==> config.mk <==
export PLATFORM = sky130hd
export DESIGN_NAME = uart_tx_scheduler
export DESIGN_NICKNAME = d
export VERILOG_FILES = /design/src/rtl/uart_tx_sched_pkg.sv /design/src/rtl/rr_arbiter.sv /design/src/rtl/uart_tx_scheduler.sv
export SDC_FILE = /design/constraint.sdc
export NUM_CORES = 1
export LEC_CHECK = 0
export ABC_CLOCK_PERIOD_IN_PS = 5000
export BUFFER_PORTS_ARGS = -buffer_cell sky130_fd_sc_hd__buf_4
export CAP_MARGIN = 0
export CELL_PAD_IN_SITES_DETAIL_PLACEMENT = 0
export CELL_PAD_IN_SITES_GLOBAL_PLACEMENT = 1
export CORE_ASPECT_RATIO = 1.75
export CORE_MARGIN = 2
export CORE_UTILIZATION = 36
export DETAILED_ROUTE_END_ITERATION = 12
export GPL_ROUTABILITY_DRIVEN = 0
export PLACE_DENSITY_LB_ADDON = 0.1
export SLEW_MARGIN = 20
export SYNTH_ARGS = -nofsm -noshare
export SYNTH_HDL_FRONTEND = slang
export SYNTH_SLANG_ARGS = --single-unit
==> constraint.sdc <==
create_clock -name clock -period 5 [get_ports clock]
set_input_delay 0 -clock clock [delete_from_list [all_inputs] [get_ports clock]]
set_output_delay 0 -clock clock [all_outputs]
set_load 0.01 [all_outputs]
==> src/rtl/uart_tx_sched_pkg.sv <==
// Shared types and helpers for the UART transmit scheduler.
// The frame state enum, header field widths and the header packing function live here.
package uart_tx_sched_pkg;

  localparam int SEQ_W    = 4;
  localparam int HDR_CH_W = 4;

  typedef enum logic [1:0] {
    IDLE    = 2'd0,
    HEADER  = 2'd1,
    PAYLOAD = 2'd2,
    CHECK   = 2'd3
  } state_t;

  // Header byte: frame sequence number in the high nibble, channel in the low nibble.
  function automatic logic [7:0] hdr_pack(input logic [SEQ_W-1:0]    seq,
                                          input logic [HDR_CH_W-1:0] ch);
    return {seq, ch};
  endfunction

endpackage

==> src/rtl/rr_arbiter.sv <==
// Combinational round-robin arbiter: grants the first requesting channel found
// when scanning upward from ptr, wrapping modulo NUM_CH.
module rr_arbiter #(
  parameter int NUM_CH = 4,
  parameter int CH_W   = 2
) (
  input  logic [NUM_CH-1:0] req,
  input  logic [CH_W-1:0]   ptr,
  output logic [NUM_CH-1:0] grant,
  output logic [CH_W-1:0]   grant_idx,
  output logic              any
);

  // Scan NUM_CH slots starting at ptr; the first set request wins.
  always_comb begin
    grant     = '0;
    grant_idx = '0;
    any       = 1'b0;
    for (int i = 0; i < NUM_CH; i++) begin
      int idx;
      idx = int'(ptr) + i;
      if (idx >= NUM_CH) idx = idx - NUM_CH;
      if (!any && req[idx]) begin
        any        = 1'b1;
        grant[idx] = 1'b1;
        grant_idx  = CH_W'(idx);
      end
    end
  end

endmodule

==> src/rtl/uart_tx_scheduler.sv <==
// UART transmit scheduler: shares one UART byte interface between NUM_CH record
// sources. A round-robin grant latches one REC_BYTES record, which is sent as
// a header byte {seq, ch} followed by the payload bytes, LSB byte first.
// Optional: define UART_TX_SCHED_CHECKSUM_EN to append an XOR checksum byte
// covering the header and the payload.
module uart_tx_scheduler
  import uart_tx_sched_pkg::*;
#(
  parameter int NUM_CH    = 4,
  parameter int REC_BYTES = 4,
  parameter int CH_W      = (NUM_CH > 1) ? $clog2(NUM_CH) : 1
) (
  input  logic                          clock,
  input  logic                          reset,
  input  logic [NUM_CH-1:0]             req_valid,
  input  logic [NUM_CH*REC_BYTES*8-1:0] req_data,
  output logic [NUM_CH-1:0]             req_ack,
  output logic [7:0]                    tx_data,
  output logic                          tx_ready,
  input  logic                          tx_ack,
  output logic                          busy
);

  localparam int REC_BITS = REC_BYTES * 8;
  localparam int CNT_W    = (REC_BYTES > 1) ? $clog2(REC_BYTES) : 1;
  localparam logic [CNT_W-1:0] LAST_BYTE = CNT_W'(REC_BYTES - 1);
  localparam logic [CH_W-1:0]  LAST_CH   = CH_W'(NUM_CH - 1);

  state_t              state;
  logic [CH_W-1:0]     rr_ptr;
  logic [SEQ_W-1:0]    seq;
  logic [CNT_W-1:0]    byte_cnt;
  logic [REC_BITS-1:0] shreg;
`ifdef UART_TX_SCHED_CHECKSUM_EN
  logic [7:0]          csum;
`endif

  logic [NUM_CH-1:0]   grant_oh;
  logic [CH_W-1:0]     grant_idx;
  logic                grant_any;
  logic [REC_BITS-1:0] rec_sel;
  logic [REC_BITS-1:0] shreg_nxt;
  logic [7:0]          hdr_byte;
  logic [CH_W-1:0]     ptr_nxt;

  rr_arbiter #(
    .NUM_CH (NUM_CH),
    .CH_W   (CH_W)
  ) u_arb (
    .req       (req_valid),
    .ptr       (rr_ptr),
    .grant     (grant_oh),
    .grant_idx (grant_idx),
    .any       (grant_any)
  );

  // Granted record, header for the grant, next shifted record and advanced pointer.
  always_comb begin
    rec_sel   = req_data[int'(grant_idx)*REC_BITS +: REC_BITS];
    shreg_nxt = shreg >> 8;
    hdr_byte  = hdr_pack(seq, HDR_CH_W'(grant_idx));
    ptr_nxt   = (grant_idx == LAST_CH) ? '0 : grant_idx + 1'b1;
  end

  // Frame FSM: grant, then walk header/payload(/check) bytes on each tx_ack.
  always_ff @(posedge clock) begin
    if (reset) begin
      state    <= IDLE;
      req_ack  <= '0;
      tx_ready <= 1'b0;
      tx_data  <= 8'h00;
      busy     <= 1'b0;
      rr_ptr   <= '0;
      seq      <= '0;
      byte_cnt <= '0;
`ifdef UART_TX_SCHED_CHECKSUM_EN
      csum     <= 8'h00;
`endif
    end else begin
      req_ack <= '0;
      case (state)
        IDLE: begin
          if (grant_any) begin
            shreg    <= rec_sel;
            req_ack  <= grant_oh;
            tx_data  <= hdr_byte;
            tx_ready <= 1'b1;
            rr_ptr   <= ptr_nxt;
            byte_cnt <= '0;
            busy     <= 1'b1;
            state    <= HEADER;
`ifdef UART_TX_SCHED_CHECKSUM_EN
            csum     <= hdr_byte;
`endif
          end
        end
        HEADER: begin
          if (tx_ack) begin
            tx_data <= shreg[7:0];
            state   <= PAYLOAD;
`ifdef UART_TX_SCHED_CHECKSUM_EN
            csum    <= csum ^ shreg[7:0];
`endif
          end
        end
        PAYLOAD: begin
          if (tx_ack) begin
            if (byte_cnt != LAST_BYTE) begin
              shreg    <= shreg_nxt;
              tx_data  <= shreg_nxt[7:0];
              byte_cnt <= byte_cnt + 1'b1;
`ifdef UART_TX_SCHED_CHECKSUM_EN
              csum     <= csum ^ shreg_nxt[7:0];
`endif
            end else begin
              seq <= seq + 1'b1;
`ifdef UART_TX_SCHED_CHECKSUM_EN
              tx_data <= csum;
              state   <= CHECK;
`else
              tx_ready <= 1'b0;
              busy     <= 1'b0;
              state    <= IDLE;
`endif
            end
          end
        end
`ifdef UART_TX_SCHED_CHECKSUM_EN
        CHECK: begin
          if (tx_ack) begin
            tx_ready <= 1'b0;
            busy     <= 1'b0;
            state    <= IDLE;
          end
        end
`endif
        default: begin
          tx_ready <= 1'b0;
          busy     <= 1'b0;
          state    <= IDLE;
        end
      endcase
    end
  end

endmodule

==> metrics.log <==
INFO  metric area_growth = 34.1%
INFO  metric grt_use_total = 20.6%
INFO  metric unrepaired_setup_endpoints_after_global_routing = false
INFO  metric ff_latch_area = 0.00142 sq mm
INFO  metric postSynth.topFlopCell = edfxtp_1
INFO  metric cts.htree.levels = 2
INFO  metric clock_insertion_delay_worst_skew = 0.30 ns
INFO  metric leakage = approximately 2.2 nW
INFO  metric tritoncts = built
INFO  metric multi_input_comb_area = 0.00215 sq mm
INFO  metric ys_seq_elements = 55
INFO  metric grt_pass1_vias = 3676
INFO  metric min_to = busy
INFO  metric synth_fp_nets = 529
INFO  metric peakVddDrop = 0.000276 V
INFO  metric die_height = 139 microns
INFO  metric routed_wire_length_per_instance = roughly 18 microns
INFO  metric drt-vias-per-instance = 5.45
INFO  metric post_dp_cell_area = 0.00489 sq mm
INFO  metric cellPowerDensity = 546 mW/mm^2
INFO  metric post_cts_setup_buffer_count = 0
INFO  metric whs_path_depth = 2
INFO  metric worstReg2RegEnd = shreg[14]
INFO  metric worstPathRequired = 5.03 ns
INFO  metric setup-tns-final = 0 ns
INFO  metric async_flop_share = 0%
INFO  metric clock-sinks = 55
INFO  metric top_level_ports = 149
INFO  metric number_of_diodes_added_for_antenna_fixing = 0
INFO  metric holdBufCountCts = 0
INFO  metric clock_tree.buffer_depth = 2
INFO  metric drt_first_iter_violations = 158
INFO  metric instances_no_fill = 638
INFO  metric syn_area = between 0.003 and 0.004 sq mm
INFO  metric timing.clock.skew = 0.00852 ns
INFO  metric routed_wirelength = 11200 microns
INFO  metric maxCapViolCount = 0
INFO  metric overflow = 0
INFO  metric setup.reg_to_reg.worst_slack = roughly 1.1 ns
INFO  metric syn_inst = 380
INFO  metric placement.io_buffers = around 150
INFO  metric dr.pass1.iters = 5
INFO  metric grt_first_pass_wirelength = 17900 microns
INFO  metric register_clock_pin_slew_on_the_reported_worst_setup_and_hold_paths = 0.08 ns
INFO  metric worstSetupPathType = reg -> reg
INFO  metric fin_hold_ws = 0.0446 ns
INFO  metric die_area = 0.0113 sq mm
INFO  metric finalHoldViolCount = 0
INFO  metric max_clock_freq = 254 MHz
INFO  metric groute.layer.met3.usage = 3.78%
INFO  metric slew_viol_final = 0
INFO  metric grt-busiest-layer = met2
INFO  metric status = complete, no violations
INFO  metric timing.critical_path.arrival = 3.97 ns
INFO  metric synth_cell_type_count = 51
INFO  metric min-delay-path-class = in -> reg
INFO  metric floorplan.die.width = 81.2 microns
INFO  metric floorplan.rows = 49
INFO  metric drc = 0
INFO  metric layout.nets = approximately 660
INFO  metric cts_inserted_buffers = 5
INFO  metric met1_grt_util = 22.4%
INFO  metric dpl.cell_count = between 600 and 700
INFO  metric start_util = a little under two fifths
INFO  metric clockRootBuffer = clkbuf_16
INFO  metric fraction_of_the_yosys_area_taken_by_sequential_cells = between 30% and 40%
INFO  metric crit_path_capture_type = register
INFO  metric cts_resized = 0
INFO  metric max_slew_margin = just over 30%
INFO  metric layout-drive-gt1-share = 34.1%
INFO  metric antenna_violations_before_repair = 0
INFO  metric fillCellCount = 986
INFO  metric maximum_number_of_pins_on_one_net_before_global_route_repair = 51
INFO  metric final_area = 0.00503 sq mm
INFO  metric r2r-start = rr_ptr[0]
INFO  metric synth_area_per_cell = 9.88 sq um
INFO  metric synth_enable_flop_cells = 32
INFO  metric timing.final.crit_period = 3.94 ns
INFO  metric r2r_cells = 7
INFO  metric setup_viol = 0
INFO  metric detailroute.via_count = ~3500
INFO  metric crit_start = rr_ptr[0]
INFO  metric worst_hold_startpoint = reset
INFO  metric total_power = 2.75 mW
INFO  metric ant_nets = 0
INFO  metric worst_slew_pin_slew = 1.04 ns
INFO  metric core = 0.0102 sq mm
INFO  metric maximum_fanout_count_along_the_critical_path = 50
INFO  metric timing.final.crit_share = 78.8%
INFO  metric ys_warn_count = 0
INFO  metric global_route.usage.met2 = between 30% and 40%
INFO  metric detailedPlacementHpwl = approximately 8400 microns
INFO  metric start_kind = register
cell usage after synthesis (7+ instances only):
| cell | number | share of area, % |
|---|---|---|
| o221ai_1 | 8 | 1.9 |
| buf_6 | 7 | 2.1 |
| nand3_1 | 20 | 2.7 |
| o21ai_0 | 20 | 2.7 |
| ha_1 | 14 | 4.7 |
| nor2_1 | 18 | 1.8 |
| mux2i_1 | 53 | 14 |
| dfxtp_1 | 23 | 12 |
| nand2_1 | 43 | 4.3 |
| a21o_1 | 16 | 3.2 |
| edfxtp_1 | 32 | 26 |
| o211ai_1 | 16 | 3.2 |
| clkbuf_1 | 15 | 1.5 |
| a21oi_1 | 10 | 1.3 |
| o22ai_1 | 10 | 1.7 |
worst max-delay path by stage:
| stage | to | slack, ns | depth (start not counted) |
|---|---|---|---|
| after floorplan | shreg[0] | 0.44 | 7 |
| after global placement | shreg[14] | 1.07 | 7 |
| after detailed placement | shreg[14] | 0.98 | 7 |
| after CTS | shreg[14] | 0.98 | 7 |
| after global routing | shreg[6] | 0.78 | 7 |
| final | shreg[14] | 1.06 | 7 |
state kept, by name (all words and copies together) (netlist names):
name      count
state         2
busy          1
byte_cnt      2
tx_data       8
shreg        32
req_ack       4
seq           4
rr_ptr        2
critical path, cell delays in order (launching register included):
cell      delay (ns)
dfxtp_1         0.72
inv_1           0.21
ha_1            0.44
mux4_2          0.66
o21a_4          0.34
nor2_8          0.82
mux2i_1         0.33
o211ai_1        0.10
area by class of cell:
| class | count | area share [%] |
|---|---|---|
| clock buffer | 5 | 2.49 |
| sequential | 55 | 28.2 |
| clock inverter | 3 | 0.447 |
| multi-input combinational | 292 | 42.8 |
| inverter | 5 | 0.373 |
| timing repair buffer | 151 | 22.5 |
| tap | 127 | 3.16 |
layout by cell type, fill, tap and decap left out, types with 2 or more instances in the layout:
master | Yosys | final
a211o_1 | 3 | 3
a211oi_1 | 3 | 3
a21o_1 | 16 | 16
a21oi_1 | 10 | 10
a221oi_1 | 5 | 5
a22oi_1 | 4 | 4
a311o_1 | 4 | 4
a31oi_1 | 2 | 2
and2_1 | 2 | 2
buf_4 | 1 | 151
clkbuf_16 | 0 | 5
dfxtp_1 | 23 | 23
edfxtp_1 | 32 | 32
ha_1 | 14 | 14
inv_1 | 5 | 5
mux2i_1 | 53 | 53
mux4_2 | 4 | 4
nand2_1 | 43 | 43
nand2b_1 | 4 | 4
nand3_1 | 20 | 20
nand4_1 | 2 | 2
nor2_1 | 18 | 18
nor2b_1 | 3 | 3
nor2b_4 | 2 | 2
nor3_1 | 4 | 3
o211ai_1 | 16 | 16
o21ai_0 | 20 | 20
o21ai_2 | 2 | 2
o221ai_1 | 8 | 8
o22ai_1 | 10 | 10
o31ai_1 | 2 | 2
or3_1 | 2 | 2
xor2_1 | 2 | 2
routing by layer:
layer	up-vias	routed length, microns
li1	1703	-
met3	15	614
met1	1638	4150
met4	0	210
met5	-	0
met2	122	6200
through the flow:
stage	utilization (%)	worst slack, ns
after floorplan	-	0.442
after global placement	47.7	1.07
after detailed placement	47.7	0.981
after CTS	49.2	0.981
after global routing	49.2	0.784
final	49.2	1.06
kinds of logic after synthesis:
family                   Yosys count  synth area share (%)
XOR/XNOR                           3                 0.700
AO/OA/AOI/OAI                    109                  20.6
buffers and inverters             33                  4.93
flip-flops                        55                  37.9
adder cells (fa/ha/maj)           14                  4.67
AND/OR/NAND/NOR                  108                  14.4
multiplexers                      58                  16.8
report_power, final:
part / switching (mW) / total [mW] / internal (mW)
combinational: 0.850 / 1.55 / 0.695
clock: 0.175 / 0.365 / 0.189
sequential: 0.0884 / 0.837 / 0.748
total: 1.11 / 2.75 / 1.63
Power figures use the tool's default switching activity.
